[config.mk]
export PLATFORM = sky130hd
export DESIGN_NAME = mixer_mask_sequencer
export DESIGN_NICKNAME = d
export VERILOG_FILES = /design/src/rtl/mixer_seq_pkg.sv /design/src/rtl/mixer_mask_table.sv /design/src/rtl/mixer_mask_sequencer.sv
export SDC_FILE = /design/constraint.sdc
export NUM_CORES = 1
export LEC_CHECK = 0
export BUFFER_PORTS_ARGS = -buffer_cell sky130_fd_sc_hd__buf_2
export CAP_MARGIN = 20
export CORE_ASPECT_RATIO = 0.5
export CORE_MARGIN = 3
export CORE_UTILIZATION = 45
export CTS_BUF_LIST = sky130_fd_sc_hd__clkbuf_8
export CTS_CLUSTER_DIAMETER = 40
export DETAILED_ROUTE_END_ITERATION = 10
export PLACE_DENSITY = 0.67
export SYNTH_ARGS = -nofsm -noshare
export SYNTH_HDL_FRONTEND = slang
export SYNTH_HIERARCHICAL = 1
export SYNTH_SLANG_ARGS = --single-unit
[constraint.sdc]
create_clock -name clk -period 2.7 [get_ports clk]
set_input_delay 0.27 -clock clk [delete_from_list [all_inputs] [get_ports clk]]
set_output_delay 0.27 -clock clk [all_outputs]
set_load 0.005 [all_outputs]
[src/rtl/mixer_seq_pkg.sv]
// Shared types and constants for the mixer mask sequencer.
package mixer_seq_pkg;

  typedef enum logic [1:0] {
    IDLE    = 2'd0,
    COUNT   = 2'd1,
    PENDING = 2'd2,
    APPLY   = 2'd3
  } state_e;

  localparam int NUM_WAVES = 3;

  typedef logic [NUM_WAVES-1:0] mask_t;

  // Bit positions inside a mask: {triangle, sawtooth, square}
  localparam int SQ  = 0;
  localparam int SAW = 1;
  localparam int TRI = 2;

  // Slot that follows cur; wraps to 0 once cur has reached (or passed) the last active slot
  function automatic logic [1:0] next_slot(input logic [1:0] cur, input logic [1:0] last);
    return (cur >= last) ? 2'd0 : cur + 2'd1;
  endfunction

endpackage

[src/rtl/mixer_mask_table.sv]
// Mask table: NUM_SLOTS x 3-bit register file, one write port, one combinational read port.
module mixer_mask_table
  import mixer_seq_pkg::*;
#(
  parameter int NUM_SLOTS = 4,
  parameter int IDX_W     = 2
) (
  input  logic             clk,
  input  logic             rst_n,
  input  logic             i_wr_en,
  input  logic [IDX_W-1:0] i_wr_idx,
  input  mask_t            i_wr_mask,
  input  logic [IDX_W-1:0] i_rd_idx,
  output mask_t            o_rd_mask
);

  logic [NUM_SLOTS-1:0][NUM_WAVES-1:0] w_slots;

  genvar gi;
  generate
    for (gi = 0; gi < NUM_SLOTS; gi++) begin : g_slot
      mask_t r_mask;

      // One slot: cleared by reset, loaded when the write targets this index
      always_ff @(posedge clk) begin
        if (!rst_n) begin
          r_mask <= '0;
        end else if (i_wr_en && (i_wr_idx == IDX_W'(gi))) begin
          r_mask <= i_wr_mask;
        end
      end

      assign w_slots[gi] = r_mask;
    end
  endgenerate

  // Read returns the pre-write contents during a same-cycle write
  assign o_rd_mask = w_slots[i_rd_idx];

endmodule

[src/rtl/mixer_mask_sequencer.sv]
// Steps the mixer enables through the mask table, deferring each change to a phase wrap.
module mixer_mask_sequencer
  import mixer_seq_pkg::*;
#(
  parameter int          NUM_SLOTS    = 4,
  parameter int          STEP_W       = 8,
  parameter int unsigned WRAP_TIMEOUT = 64
) (
  input  logic              clk,
  input  logic              rst_n,
  input  logic              tick_in,
  input  logic              phase_wrap,
  input  logic              run,
  input  logic [STEP_W-1:0] step_len,
  input  logic [1:0]        seq_len,
  input  logic              cfg_valid,
  output logic              cfg_ready,
  input  logic [1:0]        cfg_slot,
  input  mask_t             cfg_mask,
  output logic              enable_square,
  output logic              enable_sawtooth,
  output logic              enable_triangle,
  output logic [1:0]        step_idx,
  output logic              pending
);

  // Timeout counter is sized to hold WRAP_TIMEOUT; at least one bit when no wait is wanted
  localparam int TO_W = (WRAP_TIMEOUT < 1) ? 1 : $clog2(WRAP_TIMEOUT + 1);
  localparam logic [TO_W-1:0] TO_LIM = TO_W'(WRAP_TIMEOUT);

  state_e              r_state;
  state_e              w_state_next;
  logic [STEP_W-1:0]   r_step_cnt;
  logic [TO_W-1:0]     r_to_cnt;
  logic [1:0]          r_nxt_idx;
  logic [1:0]          r_step_idx;
  mask_t               r_snap;
  mask_t               r_en;
  logic                r_pending;
  logic                r_cfg_ready;

  logic [STEP_W-1:0]   w_step_lim;
  logic [STEP_W-1:0]   w_step_inc;
  logic [TO_W-1:0]     w_to_inc;
  logic                w_step_done;
  logic                w_timeout;
  logic [1:0]          w_nxt;
  logic                w_wr_en;
  mask_t               w_rd_mask;

  // A step length of zero behaves as one tick per step
  assign w_step_lim  = (step_len == '0) ? STEP_W'(1) : step_len;
  // Both counters stop at all-ones instead of rolling over
  assign w_step_inc  = (&r_step_cnt) ? r_step_cnt : r_step_cnt + 1'b1;
  assign w_to_inc    = (&r_to_cnt) ? r_to_cnt : r_to_cnt + 1'b1;
  // ">=" so that a step_len lowered mid-step still ends the step on the next tick
  assign w_step_done = tick_in && (w_step_inc >= w_step_lim);
  assign w_timeout   = (WRAP_TIMEOUT == 0) || (tick_in && (w_to_inc >= TO_LIM));
  assign w_nxt       = next_slot(r_step_idx, seq_len);
  assign w_wr_en     = cfg_valid && r_cfg_ready;

  mixer_mask_table #(
    .NUM_SLOTS (NUM_SLOTS),
    .IDX_W     (2)
  ) u_table (
    .clk       (clk),
    .rst_n     (rst_n),
    .i_wr_en   (w_wr_en),
    .i_wr_idx  (cfg_slot),
    .i_wr_mask (cfg_mask),
    .i_rd_idx  (w_nxt),
    .o_rd_mask (w_rd_mask)
  );

  // Next-state logic; dropping run always abandons the step back to IDLE
  always_comb begin
    w_state_next = r_state;
    case (r_state)
      IDLE:    if (run) w_state_next = COUNT;
      COUNT:   if (!run) w_state_next = IDLE;
               else if (w_step_done) w_state_next = PENDING;
      PENDING: if (!run) w_state_next = IDLE;
               else if (phase_wrap || w_timeout) w_state_next = APPLY;
      APPLY:   w_state_next = run ? COUNT : IDLE;
      default: w_state_next = IDLE;
    endcase
  end

  // State register plus registered status flags derived from the next state
  always_ff @(posedge clk) begin
    if (!rst_n) begin
      r_state     <= IDLE;
      r_pending   <= 1'b0;
      r_cfg_ready <= 1'b1;
    end else begin
      r_state     <= w_state_next;
      r_pending   <= (w_state_next == PENDING);
      r_cfg_ready <= (w_state_next != APPLY);
    end
  end

  // Counters, snapshot of the upcoming mask, and the applied enables/step index
  always_ff @(posedge clk) begin
    if (!rst_n) begin
      r_step_cnt <= '0;
      r_to_cnt   <= '0;
      r_nxt_idx  <= '0;
      r_snap     <= '0;
      r_en       <= '0;
      r_step_idx <= '0;
    end else begin
      case (r_state)
        IDLE: begin
          if (run) r_step_cnt <= '0;
        end
        COUNT: begin
          if (run && tick_in) r_step_cnt <= w_step_inc;
          if (run && w_step_done) begin
            r_nxt_idx <= w_nxt;
            r_snap    <= w_rd_mask;
            r_to_cnt  <= '0;
          end
        end
        PENDING: begin
          if (tick_in) r_to_cnt <= w_to_inc;
        end
        APPLY: begin
          r_en       <= r_snap;
          r_step_idx <= r_nxt_idx;
          r_step_cnt <= '0;
        end
        default: ;
      endcase
    end
  end

  assign enable_square   = r_en[SQ];
  assign enable_sawtooth = r_en[SAW];
  assign enable_triangle = r_en[TRI];
  assign step_idx        = r_step_idx;
  assign pending         = r_pending;
  assign cfg_ready       = r_cfg_ready;

endmodule
Yosys cells after proc, flatten, opt, wreduce, memory -nomap -nowiden
Index checks and enable logic that the tools add are counted.
{ "word_totals": {"romBits": 0, "wordCells": 71, "out_inout_bits": 7, "inputBits": 21, "regBits": 41, "ramBits": 0, "memories": 0, "latchBits": 0} }
{ "op_classes": {"n_lt_le_gt_ge": 4, "eq_ne": 12, "mul": 0, "n_div": 0, "n_shift": 0, "n_bitwise": 0, "n_addsub": 3, "reduce_logical": 20, "muxes": 19} }
{ "ops": {"columns": ["operator", "count"], "rows": [
  ["$mux W8", 4],
  ["$pmux W8 S3", 1],
  ["$mux W7", 3],
  ["$pmux W7 S2", 1],
  ["$mux W2", 6],
  ["$eq A2 B2 Y1 const B", 5],
  ["$ne A2 B2 Y1 const B", 5],
  ["$logic_and A1 B1 Y1", 9],
  ["$add A8 B1 Y8 const B", 1],
  ["$ge A8 B8 Y1", 1],
  ["$logic_not A8 Y1", 1],
  ["$pmux W2 S4", 1],
  ["$reduce_and A8 Y1", 1],
  ["$add A7 B1 Y7 const B", 1],
  ["$ge A7 B7 Y1 const B", 1],
  ["$reduce_and A7 Y1", 1],
  ["$bmux W3 S2", 1],
  ["$reduce_and A3 Y1", 2],
  ["$eq A2 B1 Y1 const B", 2],
  ["$logic_not A2 Y1", 2],
  ["$lt A2 B3 Y1 const B", 1],
  ["$mux W3", 1],
  ["$reduce_bool A3 Y1", 1],
  ["$add A2 B1 Y2 const B", 1],
  ["other kinds (5)", 5]
]} }

Logic depth before layout (Yosys ltp)
Gate-level depths: netlist of run 1.
{ "logic_depth": {"word_depth": 9, "depth_mapped": 12} }

Cells and area by module
The synthesis of run 1 kept the hierarchy.
{ "by_module_without_submodules": {"columns": ["mod", "instances", "seq_area_each_um2", "cells_each", "area_each_um2"], "rows": [
  ["mixer_mask_sequencer", 1, 580.6, 213, 1709.1],
  ["mixer_mask_table", 1, 240.2, 47, 539.3]
]} }

Worst setup path after synthesis of run 1
No wires, ideal clock.
{ "synth_timing": {"kind": "reg-to-reg", "start": "register r_step_cnt[0]", "end": "register r_to_cnt[1]", "t_arrival_ps": 2587, "path_buffers": 1, "path_slack_ps": 22, "stages_incl_launch_ff": 12, "setup_ps": 91, "period_less_slack_ps": 2678, "path_cell_list": "dfxtp_1 ha_1 nand4_1 or2_1 buf_6 mux2_2 ha_1 nor2b_1 o31ai_1 a211o_2 nand3_2 a311oi_1"} }
{ "synth_between": {"elab_chain_cells": 7, "word_cells_on_any_way": 8, "classes_between": "1 x add/sub; 1 x order compare; 1 x eq/ne; 1 x mux; 4 x reduce/logical"} }
{ "synth_rtl": {"columns": ["element", "line", "source"], "rows": [
  ["start: declaration", "mixer_mask_sequencer.sv:33", "logic [STEP_W-1:0] r_step_cnt;"],
  ["start signal: assignment", "mixer_mask_sequencer.sv:117", "if (run && tick_in) r_step_cnt <= w_step_inc;"],
  ["$add A8 B1 Y8 / $reduce_and A8 Y1 (equally long branches)", "mixer_mask_sequencer.sv:54", "assign w_step_inc = (&r_step_cnt) ? r_step_cnt : r_step_cnt + 1'b1;"],
  ["$mux W8 (*)", "mixer_mask_sequencer.sv:54", null],
  ["$ge A8 B8 Y1 (*)", "mixer_mask_sequencer.sv:57", "assign w_step_done = tick_in && (w_step_inc >= w_step_lim);"],
  ["$logic_and A1 B1 Y1 (*)", "mixer_mask_sequencer.sv:57", null],
  ["$logic_and A1 B1 Y1 (*)", "mixer_mask_sequencer.sv:118", "if (run && w_step_done) begin"],
  ["$ne A2 B2 Y1 (no source line) (*)", null, null],
  ["$reduce_and A3 Y1 (no source line) (*)", null, null],
  ["end signal: assignment", "mixer_mask_sequencer.sv:125", "if (tick_in) r_to_cnt <= w_to_inc;"],
  ["end: declaration", "mixer_mask_sequencer.sv:34", "logic [TO_W-1:0] r_to_cnt;"]
]} }
Every way passes the cells marked *; elsewhere a longest branch is shown, timed or not.
A chain may end at the register's enable or synchronous reset.

Worst setup path after layout of run 1
{ "layout_timing": {"start": "register r_step_cnt[1]", "end": "register r_to_cnt[1]"} }
Same word-level chain as after synthesis.

==> results of run 1 <==
-- repair_timing --
action,4_1_cts,5_1_grt
setup buffers,1,2
setup endpoints to repair,12,14
hold buffers,0,0
gates resized for setup,3,19
pin swaps,1,7
-- cell usage after synthesis, types with 4 or more instances --
library cell / number / area share
ha_1: 12 / 0.067
dfxtp_1: 41 / 0.37
nand4_1: 6 / 0.017
nand2_1: 36 / 0.060
nor2_1: 14 / 0.023
o21ai_0: 15 / 0.033
nor3_1: 4 / 0.0089
and3_1: 4 / 0.011
mux2i_1: 13 / 0.058
a21oi_1: 25 / 0.056
nand3_1: 18 / 0.040
and2_1: 5 / 0.014
inv_1: 12 / 0.020
-- path summary, 6_finish.rpt --
| check | startpoint | endpoint | cells after the start |
|---|---|---|---|
| max | r_step_cnt[1]$_SDFFE_PN0P_ | r_to_cnt[1]$_SDFFE_PN0P_ | 10 |
| min | run | cfg_ready$_SDFF_PN1_ | 2 |
| max reg2reg | r_step_cnt[1]$_SDFFE_PN0P_ | r_to_cnt[1]$_SDFFE_PN0P_ | 10 |
| min reg2reg | r_en[0]$_SDFFE_PN0N_ | r_en[0]$_SDFFE_PN0N_ | 2 |
-- worst max-delay path, delay by kind of cell, from the launching register on --
family / cells / cell delay (ns)
adders and majority gates: 2 / 0.41
AOI/OAI and AO/OA: 3 / 0.74
and+or+nand+nor: 4 / 0.67
DFF: 1 / 0.37
muxes: 1 / 0.30
-- cells in the final DEF, fill, tap and decap left out, types with 2 or more instances in the layout --
cell	Yosys	routed
xor2_1	2	2
nand3b_1	3	3
nor3b_1	3	3
inv_1	12	13
o21a_1	2	2
nand3_1	18	18
dfxtp_1	41	39
o21ai_0	15	12
clkbuf_8	0	6
and3_1	4	3
buf_4	2	14
o21ai_1	1	3
and2_1	5	5
ha_1	12	10
buf_2	1	27
mux4_1	3	3
nand2b_1	2	2
a21oi_2	0	2
nand4_1	6	6
a31oi_1	3	3
nor2_1	14	14
nand2_1	36	36
xnor2_1	2	2
mux2i_1	13	13
o21bai_1	3	3
a21oi_1	25	23
a22oi_1	2	2
ha_4	0	2
nor3_1	4	4
-- logic make-up (layout without fill, tap and decap cells) --
group / count (synthesis) / after routing
adder cells (fa/ha/maj): 12 / 12
buffers and inverters: 19 / 61
AND/OR/NAND/NOR: 104 / 104
XOR/XNOR: 4 / 4
flip-flops: 41 / 41
AO/OA/AOI/OAI: 62 / 62
multiplexers: 18 / 18
-- layout make-up --
type	instances	area, um2
clock buffers	6	82.6
fillers	425	1870
multi-input cells	200	1410
well taps	66	82.6
clock inverters	2	33.8
repair buffers	41	240
flip-flops and latches	41	826
inverters	12	45.0
-- flip-flops by register name, summed over array words and instances (netlist names), 2 cells and up --
register / flops
r_nxt_idx: 2
r_to_cnt: 7
r_snap: 3
step_idx: 2
r_en: 3
r_step_cnt: 8
u_table/g_slot.r_mask: 12
r_state: 2
-- power groups by stage --
stage / combinational [W] / clock, W / sequential, W
after global placement: 0.0000812 / 0 / 0.000631
after global routing: 0.0000996 / 0.000550 / 0.000618
after floorplan: 0.0000548 / 0 / 0.000628
after CTS: 0.0000850 / 0.000520 / 0.000617
final: 0.0000896 / 0.000507 / 0.000616
after detailed placement: 0.0000838 / 0 / 0.000632
-- per-layer routing --
layer | up-vias | wire length [um] | track usage
met2 | 45 | 2370 | 0.303
met1 | 943 | 2480 | 0.225
met5 | - | 0 | 0
met4 | 0 | 78 | 0.0646
met3 | 9 | 201 | 0.0348
li1 | 1018 | - | -
-- stage by stage --
| step | instances | cell area, um2 |
|---|---|---|
| finish | 368 | 2720 |
| CTS | 366 | 2620 |
| detailed placement | 357 | 2490 |
| floorplan | 260 | 2250 |
| global route | 368 | 2720 |
| global placement | 357 | 2490 |
==> impl_results.md, run 1 <==
* Slowest stage delay, CP at 0.37 ns
* Clock Sinks at 41
* Hold slack at 0.212 ns
* Clock skew at 0.00178 ns
* CP cell instances: ha_4 > nand4_1 > or2_4 > mux2_4 > ha_1 > nor2b_2 > o31ai_4 > a211o_4 > nand3_4 > a311oi_2
* DR WL/cell at 13.9 um
* Hpwl dp at 3730 um
* Setup WS pre-CTS at -0.0648 ns
* Core ar. at 0.00459 mm2
* Initial antenna violation count at 0
* Largest net degree at the start of global routing at 23
* Gate count of the mapped netlist at 260
* Via density at 5.48
* DRC at 0
* CTS max path bufs at 2
* CTS Root Cell: clkbuf_8
* Final wirelength at 5130 um
* Max stage delay cell, worst path: dfxtp_4
* Crit path DAT at 2.80 ns
* Synthesized cell area at 0.00225 mm2
* Remaining global-route overflow at 0
* Cell Pwr Density at 446 mW/mm2
* Pleak at 1.16 nW
* Syn Area/Cell at 8.65 um2
* CP startpoint kind: register
* Compound-Gate Fraction of Synth Area at 0.166
* Area Growth Syn to Fin at 21.0%
* Net Sw Frac at 0.219
* Total power at 0.00121 W
* Yosys reg bits at 41
* Synth Area in Adders at 0.0668
* Most common flop cell mapped by yosys: dfxtp_1
* Initial Utilization at 0.489
* Syn nets at 293
* Final hold violations at 0
* FMAX at 385 MHz
* Post-synth EDFFs at 0
* Port Buffer Count at 27
* Setup TNS at 0 ns
* Clock network power share at 0.418
* CTS buffer count at 5
* Pint at 0.000948 W
* Setup WS post-layout at 0.103 ns
* Antenna Cells at 0
* Die H at 56.0 um
* Crit-path max FO at 7
* TritonCTS clock tree: done
* Mux share of post-synthesis cell area at 0.103
* Vias in the first global route at 1976
* Clock Latency Late Sink at 0.29 ns
* Relative slew margins at 0.488
* Final Max Tran Viols at 0
* Register share of total power at 0.508
* Synth unique cells at 48
* Reg2reg setup slack at 0.10 ns
* Required time of the critical path at 2.90 ns
* Die Footprint at 0.00593 mm2
* Layout cells sized above 1 at 0.225
* Setup crit end kind: register
* GRT Overall Usage at 0.178
* Detailed-route via count at 2015
* Worst-Margin Slew at 0.767 ns
* Global-route wire length before repair at 8630 um
* DR iter-0 viols at 96
* Post-Synth Simple-Gate Area at 0.238
* Synth warn at 6
* Combinational share of power at 0.074
* Row count at 17
* XOR/XNOR share of the synthesized area at 0.0156
* First-pass DRT Iterations at 4
* Crit share post-route at 0.962
* Final nets at 334
* Main combinational cell family by area after synthesis: simple AND/OR/NAND/NOR gates
* Status: complete, no violations
* Crit Path Class: register to register
* Post-DRT Antenna Nets at 0
* Sequential area share after synthesis at 0.365
* IO Pins at 28
* Synth async-reset ratio at 0
* Worst vdd ir at 0.234 mV
* Die W at 106 um
* Hold crit path type: input pin to register
* Final Util at 0.592
* Final setup vio count at 0
* H-tree depth at 2
* Switch Pwr at 0.000265 W
* Minimum clock period after layout at 2.60 ns
* GP Congestion at 0.897
* Clock-pin slew on the worst setup and hold paths at 0.08 ns
* Maxcap violations at 0
Power figures use the tool's default switching activity.
==> inputs of run 2 (changes only) <==
--- a/config.mk
+++ b/config.mk
@@ -5,6 +5,7 @@
 export SDC_FILE = /design/constraint.sdc
 export NUM_CORES = 1
 export LEC_CHECK = 0
+export ABC_AREA = 1
 export BUFFER_PORTS_ARGS = -buffer_cell sky130_fd_sc_hd__buf_2
 export CAP_MARGIN = 20
 export CORE_ASPECT_RATIO = 0.5
==> impl_results.md, run 2 <==
* Final setup vio count at 0 (unchanged)
* Clock network power share at 0.330 (-0.088)
* Post-DRT Antenna Nets at 0 (unchanged)
* Switch Pwr at 0.000273 W (+2.8%)
* Maxcap violations at 0 (unchanged)
* Final wirelength at 5060 um (-1.4%)
* Hold crit path type: input pin to register
* First-pass DRT Iterations at 4 (unchanged)
* Hpwl dp at 3950 um (+5.9%)
* Register share of total power at 0.565 (+0.057)
* H-tree depth at 2 (unchanged)
* CTS max path bufs at 2 (unchanged)
* Most frequent cell after synthesis: nand2_1
* Crit Path Class: register to register
* Final hold violations at 0 (unchanged)
* Crit path from: r_step_cnt[1]$_SDFFE_PN0P_
* Clock-pin slew on the worst setup and hold paths at 0.07 ns (about the same)
* Initial antenna violation count at 0 (unchanged)
* Detailed-route via count at 2213 (+9.8%)
* Remaining global-route overflow at 0 (unchanged)
* Worst vdd ir at 0.188 mV (-20%)
* Via density at 4.90 (-11%)
* Synthesized cell area at 0.00242 mm2 (+7.5%)
* DR iter-0 viols at 95 (-1.0%)
* Top cells by count, synth: nand2_1, nor2_1, inv_1
* Initial Utilization at 0.479 (-0.0105)
* Synth unique cells at 37 (-23%)
* Post-synth EDFFs at 0 (unchanged)
* IO Pins at 28 (unchanged)
* Syn Area/Cell at 6.86 um2 (-21%)
* Crit path DAT at 2.68 ns (-0.12 ns)
* Most common flop cell mapped by yosys: dfxtp_1
* Antenna Cells at 0 (unchanged)
* Syn nets at 385 (+31%)
* Cell taking the most area after synthesis: dfxtp_1
* Clock Sinks at 41 (unchanged)
* Row count at 18 (+1)
* Crit-path max FO at 9 (+2)
* Share of the synthesized area in the top cell type at 0.340 (-0.0253)
* Clock Latency Late Sink at 0.29 ns (about the same)
* Die Footprint at 0.00634 mm2 (+6.8%)
* Final Max Tran Viols at 0 (unchanged)
* Combinational share of power at 0.105 (+0.031)
* Largest cells by area after synthesis: dfxtp_1, nand2_1, nor2_1
* Reg2reg end: r_to_cnt[3]$_SDFFE_PN0P_
* CP startpoint kind: register
* DR WL/cell at 11.2 um (-20%)
* Layout cells sized above 1 at 0.157 (-0.0681)
* Die W at 110 um (+3.5%)
* Relative slew margins at 0.665 (+0.176)
* Status: complete, no violations
* Placed inst area at 0.00260 mm2 (+4.3%)
* Post-Synth Simple-Gate Area at 0.356 (+0.119)
* WHS Endpoint: u_table/g_slot[2].r_mask[1]$_SDFFE_PN0P_
* Reg2reg setup slack at 0.20 ns (+0.10 ns)
* Pleak at 1.31 nW (+13%)
* # fillers at 525 (+24%)
* Final nets at 416 (+25%)
* Commonest non-fill, non-tap cell in the layout: nand2_1
* Hold_buf cts at 0 (unchanged)
* Crit share post-route at 0.925 (-0.0366)
* Area Growth Syn to Fin at 11.8%
* DRC at 0 (unchanged)
* Setup crit end kind: register
* Synth warn at 6 (unchanged)
* Final Cell Area at 0.00270 mm2 (-0.74%)
* Synth Area in Adders at 0.0621 (-0.00463)
* Most frequent cells in the layout: nand2_1, nor2_1, inv_1
* Synth async-reset ratio at 0 (unchanged)
* GRT Overall Usage at 0.171 (-0.00712)
* Max reg flops at 12 (unchanged)
* GP Congestion at 0.916 (+2.0%)
* Worst-Margin Slew at 0.502 ns (-0.264 ns)
* Unrepaired setup endpoints after global routing: no
* Main combinational cell family by area after synthesis: simple AND/OR/NAND/NOR gates
* Largest net degree at the start of global routing at 25 (+8.7%)
* Hold Startpoint: cfg_mask[1]
* R2R depth at 17 (+7)
* Clock skew at 0.00500 ns (+0.00323 ns)
* XOR/XNOR share of the synthesized area at 0.0181 (+0.00254)
* Compound-Gate Fraction of Synth Area at 0.123 (-0.0431)
* Cell Pwr Density at 407 mW/mm2 (-8.7%)
* Port Buffer Count at 27 (unchanged)
* Yosys reg bits at 41 (unchanged)
* Pint at 0.000827 W (-13%)
* FMAX at 400 MHz (+4.0%)
* Net Sw Frac at 0.248 (+0.0293)
* Sequential area share after synthesis at 0.340 (-0.0253)
* Core ar. at 0.00504 mm2 (+9.8%)
* Die H at 57.8 um (+3.3%)
* Minimum clock period after layout at 2.50 ns (-0.0987 ns)
* Reg-to-Reg Start: r_step_cnt[1]$_SDFFE_PN0P_
* Setup TNS at 0 ns (unchanged)
* CTS Root Cell: clkbuf_8
* Hold Crit Depth at 3 (+1)
* Biggest register: u_table/g_slot.r_mask
* Required time of the critical path at 2.89 ns (about the same)
* CTS buffer count at 5 (unchanged)
* Mux share of post-synthesis cell area at 0.00621 (-0.0967)
* Gate count of the mapped netlist at 352 (+35%)
* TritonCTS clock tree: done
* Vias in the first global route at 2080 (+5.3%)
* Top Registers: u_table/g_slot.r_mask (12), r_step_cnt (8), r_to_cnt (7)
* Global-route wire length before repair at 8650 um (+0.23%)
[run 2: changes by cell type in the layout (fill, tap and decap cells not counted), sizes merged, moves of 3 or more]
cell,before,now
nor3b,5,0
buf,41,31
mux2i,13,0
o21bai,3,0
and3,4,0
inv,13,48
and2,5,1
nor2,14,55
mux4,3,0
nand2,36,97
a21oi,25,31
o211ai,1,6
o21ai,16,8
[run 2: worst max path at each step]
| stage | endpoint | slack, ns | cells past startpoint |
|---|---|---|---|
| finish | r_to_cnt[3]$_SDFFE_PN0P_ | 0.20 | 17 |
| global route | r_to_cnt[4]$_SDFFE_PN0P_ | 0.004 | 17 |
| CTS | r_to_cnt[4]$_SDFFE_PN0P_ | 0.09 | 17 |
| detailed placement | r_to_cnt[4]$_SDFFE_PN0P_ | 0.10 | 17 |
| global placement | r_to_cnt[2]$_SDFFE_PN0P_ | 0.21 | 17 |
| floorplan | r_to_cnt[2]$_SDFFE_PN0P_ | 0.41 | 17 |
[run 2: power groups by stage]
stage	clock (W)	sequential (W)	combinational (W)
after floorplan	0	0.000634	0.0000799
final	0.000363	0.000621	0.000115
after global routing	0.000404	0.000622	0.000133
after detailed placement	0	0.000635	0.000115
after global placement	0	0.000635	0.000112
after CTS	0.000377	0.000621	0.000116
[run 2: metrics by stage]
stage	hold slack [ns]	instances	util	power, W	worst slack, ns
after floorplan	0.390	352	-	0.000714	0.408
after global placement	0.456	443	0.515	0.000747	0.207
after detailed placement	0.462	443	0.515	0.000750	0.103
after CTS	0.262	449	0.530	0.00111	0.0899
after global routing	0.277	452	0.535	0.00116	0.00446
final	0.270	452	0.535	0.00110	0.202
[run 2: critical path: stages, from the launching register on]
cell and delay [ns]:
dfxtp_1 0.38, ha_1 0.18, nand2_1 0.10, nor2_4 0.15
nand2_4 0.09, mux2_4 0.31, ha_1 0.29, nand2_1 0.05
nor2_1 0.08, nor2_1 0.04, nand2_1 0.06, nand2_2 0.06
nand2_4 0.10, nand3_4 0.13, nand2_4 0.12, inv_1 0.08
nor2_1 0.11, nor2_1 0.05
[run 2: cell type report]
cell class                      instances  area (um2)  share of cell area
Tap cell                               70        87.6              0.0324
Clock inverter                          1        5.00             0.00185
Timing Repair Buffer                   31         165              0.0611
Sequential cell                        41         822               0.304
Inverter                               48         180              0.0667
Multi-Input combinational cell        256        1370               0.508
Clock buffer                            5        68.8              0.0255
[run 2: cells by family after synthesis]
logic type | after synthesis
and+or+nand+nor | 187
adders and majority gates | 12
AOI/OAI and AO/OA | 51
muxes | 1
DFF | 41
buffers and inverters | 55
xor gates and xnor gates | 5
[run 2: layer usage]
layer	wire, um	GRT usage	vias up
li1	-	-	1190
met1	2500	0.216	979
met2	2280	0.295	38
met3	226	0.0389	6
met4	51	0.0462	0
met5	0	0	-
[run 2: what timing repair did]
| item | 4_1_cts | 5_1_grt |
|---|---|---|
| setup buffers | 0 | 3 |
| resized for setup | 0 | 2 |
| setup endpoints to repair | 0 | 6 |
==> inputs of run 3 (changes only) <==
--- a/config.mk
+++ b/config.mk
@@ -12,8 +12,9 @@
 export CORE_MARGIN = 3
 export CORE_UTILIZATION = 45
 export CTS_BUF_LIST = sky130_fd_sc_hd__clkbuf_8
-export CTS_CLUSTER_DIAMETER = 40
+export CTS_CLUSTER_DIAMETER = 120
 export DETAILED_ROUTE_END_ITERATION = 10
+export GPL_TIMING_DRIVEN = 0
 export PLACE_DENSITY = 0.67
 export SYNTH_ARGS = -nofsm -noshare
 export SYNTH_HDL_FRONTEND = slang
==> impl_results.md, run 3 (same netlist as run 2, synthesis figures left out) <==
* Crit-path leading delay family: simple AND/OR/NAND/NOR gates
* Worst-Margin Slew at 0.494 ns (-0.00861 ns)
* Detailed-route via count at 2238 (+1.1%)
* DP Cell Count at 449 (+1.4%)
* Crit-path max FO at 7 (-2)
* Vias in the first global route at 2042 (-1.8%)
* GRT Overall Usage at 0.171 (+0.000796)
* Commonest non-fill, non-tap cell in the layout: nand2_1
* Global-route wire length before repair at 8690 um (+0.49%)
* Final hold violations at 0 (unchanged)
* DRC at 0 (unchanged)
* Pleak at 1.33 nW (+1.9%)
* Total power at 0.00114 W (+3.4%)
* Initial Utilization at 0.479 (unchanged)
* Via density at 4.90 (about the same)
* Relative slew margins at 0.671 (+0.00611)
* Most frequent cells in the layout: nand2_1, nor2_1, inv_1
* Status: complete, no violations
* Final std cells w/o fill at 457 (+1.1%)
* Placed inst area at 0.00264 mm2 (+1.5%)
* Antenna Cells at 0 (unchanged)
* Crit Path Class: register to register
* FMAX at 405 MHz (+1.1%)
* Maxcap violations at 0 (unchanged)
* Hold Crit Depth at 3 (unchanged)
* Layout cells sized above 1 at 0.163 (+0.00572)
* Die W at 110 um (unchanged)
* Final wirelength at 4980 um (-1.6%)
* Cell Pwr Density at 416 mW/mm2 (+2.2%)
* Final nets at 420 (+0.96%)
* DR WL/cell at 10.9 um (-2.6%)
* Required time of the critical path at 2.89 ns (about the same)
* Top Registers: u_table/g_slot.r_mask (12), r_step_cnt (8), r_to_cnt (7)
* Slowest stage delay, CP at 0.37 ns (about the same)
* Core ar. at 0.00504 mm2 (unchanged)
* Crit path DAT at 2.66 ns (-0.02 ns)
* Clock-pin slew on the worst setup and hold paths at 0.08 ns (about the same)
* Die Footprint at 0.00634 mm2 (unchanged)
* DR iter-0 viols at 105 (+11%)
* Remaining global-route overflow at 0 (unchanged)
* Final Max Tran Viols at 0 (unchanged)
* Setup TNS at 0 ns (unchanged)
* Crit share post-route at 0.915 (-0.0104)
* Hpwl dp at 3840 um (-2.7%)
* CTS buffer count at 5 (unchanged)
* Unrepaired setup endpoints after global routing: no
* Initial antenna violation count at 0 (unchanged)
* Max stage delay cell, worst path: dfxtp_1
* CTS max path bufs at 2 (unchanged)
* Worst path depth at 17 (unchanged)
* First-pass DRT Iterations at 4 (unchanged)
* Setup WS pre-CTS at 0.140 ns (+0.0377 ns)
* Minimum clock period after layout at 2.47 ns (-0.0280 ns)
* Biggest register: u_table/g_slot.r_mask
* H-tree depth at 2 (unchanged)
* Crit path buf inv count at 1 (unchanged)
* GP Congestion at 0.825 (-9.9%)
* Worst vdd ir at 0.222 mV (+19%)
* Area Growth Syn to Fin at 13.2%
* # fillers at 534 (+1.7%)
* Cell repeated most along the worst path: nor2_1
* Clock Latency Late Sink at 0.29 ns (about the same)
* Post-DRT Antenna Nets at 0 (unchanged)
* Row count at 18 (unchanged)
* Clock Sinks at 41 (unchanged)
* Setup WS post-layout at 0.230 ns (+0.0280 ns)
* Clock skew at 0.00514 ns (+0.000134 ns)
* IO Pins at 28 (unchanged)
* Die H at 57.8 um (unchanged)
* CTS Root Cell: clkbuf_8
* CP startpoint kind: register
* Largest net degree at the start of global routing at 12 (-52%)
* Max reg flops at 12 (unchanged)
* TritonCTS clock tree: done
* Final Cell Area at 0.00273 mm2 (+1.2%)
* Port Buffer Count at 27 (unchanged)
* R2R depth at 17 (unchanged)
* Setup crit end kind: register
* Final setup vio count at 0 (unchanged)
* Hold crit path type: input pin to register
* CP cell instances: ha_1 > nand2_1 > nor2_4 > nand2_4 > mux2_4 > ha_1 > nand2_1 > nor2_1 > nor2_1 > nand2_1 > nand2_2 > nand2_4 > nand3_4 > nand2_2 > inv_1 > nor2_1 > nor2_1
[run 3: cell count changes in the layout (fill, tap and decap cells not counted), sizes merged]
| cell | previous run | this run |
|---|---|---|
| buf | 31 | 34 |
| clkbuf | 5 | 7 |
| clkinv | 1 | 0 |
| inv | 48 | 49 |
[run 3: final cells by class]
class                           count  area (um2)  share of cell area
Multi-Input combinational cell    256        1370               0.500
Sequential cell                    41         822               0.301
Inverter                           48         180              0.0659
Timing Repair Buffer               28         143              0.0522
Tap cell                           70        87.6              0.0320
Clock buffer                        6        82.6              0.0302
Buffer                              7        47.5              0.0174
Clock inverter                      1        3.75             0.00137
[run 3: tightest hold or removal path, stage by stage]
cell and delay, ns:
buf_2 0.11, nor2_1 0.05, nor2_1 0.08
[run 3: timing repair]
item                       4_1_cts  5_1_grt
setup buffers                    0        1
setup endpoints to repair        0        6
resized for setup                0        1
hold buffers                     0        0
[run 3: final timing paths]
kind	start	endpoint	slack, ns
setup / recovery	r_step_cnt[1]$_SDFFE_PN0P_	r_to_cnt[5]$_SDFFE_PN0P_	0.23
hold / removal	cfg_mask[1]	u_table/g_slot[2].r_mask[1]$_SDFFE_PN0P_	0.26
setup reg to reg	r_step_cnt[1]$_SDFFE_PN0P_	r_to_cnt[5]$_SDFFE_PN0P_	0.23
hold reg to reg	r_snap[0]$_SDFFE_PN0P_	r_snap[0]$_SDFFE_PN0P_	0.46
[run 3: per-layer routing]
metal  wire, um  global-route usage
met3        216              0.0367
met1       2450               0.217
met2       2270               0.298
met5          0                   0
met4         38              0.0462
[run 3: metrics by stage]
step                       util  hold slack (ns)
after global routing      0.542            0.251
after global placement    0.523            0.447
final                     0.542            0.261
after CTS                 0.540            0.249
after floorplan               -            0.390
after detailed placement  0.523            0.452
[run 3: power by group]
| group | internal, W | switching [W] | total (W) |
|---|---|---|---|
| sequential | 0.000615 | 0.00000558 | 0.000621 |
| combinational | 0.0000447 | 0.0000741 | 0.000119 |
| clock | 0.000199 | 0.000198 | 0.000397 |
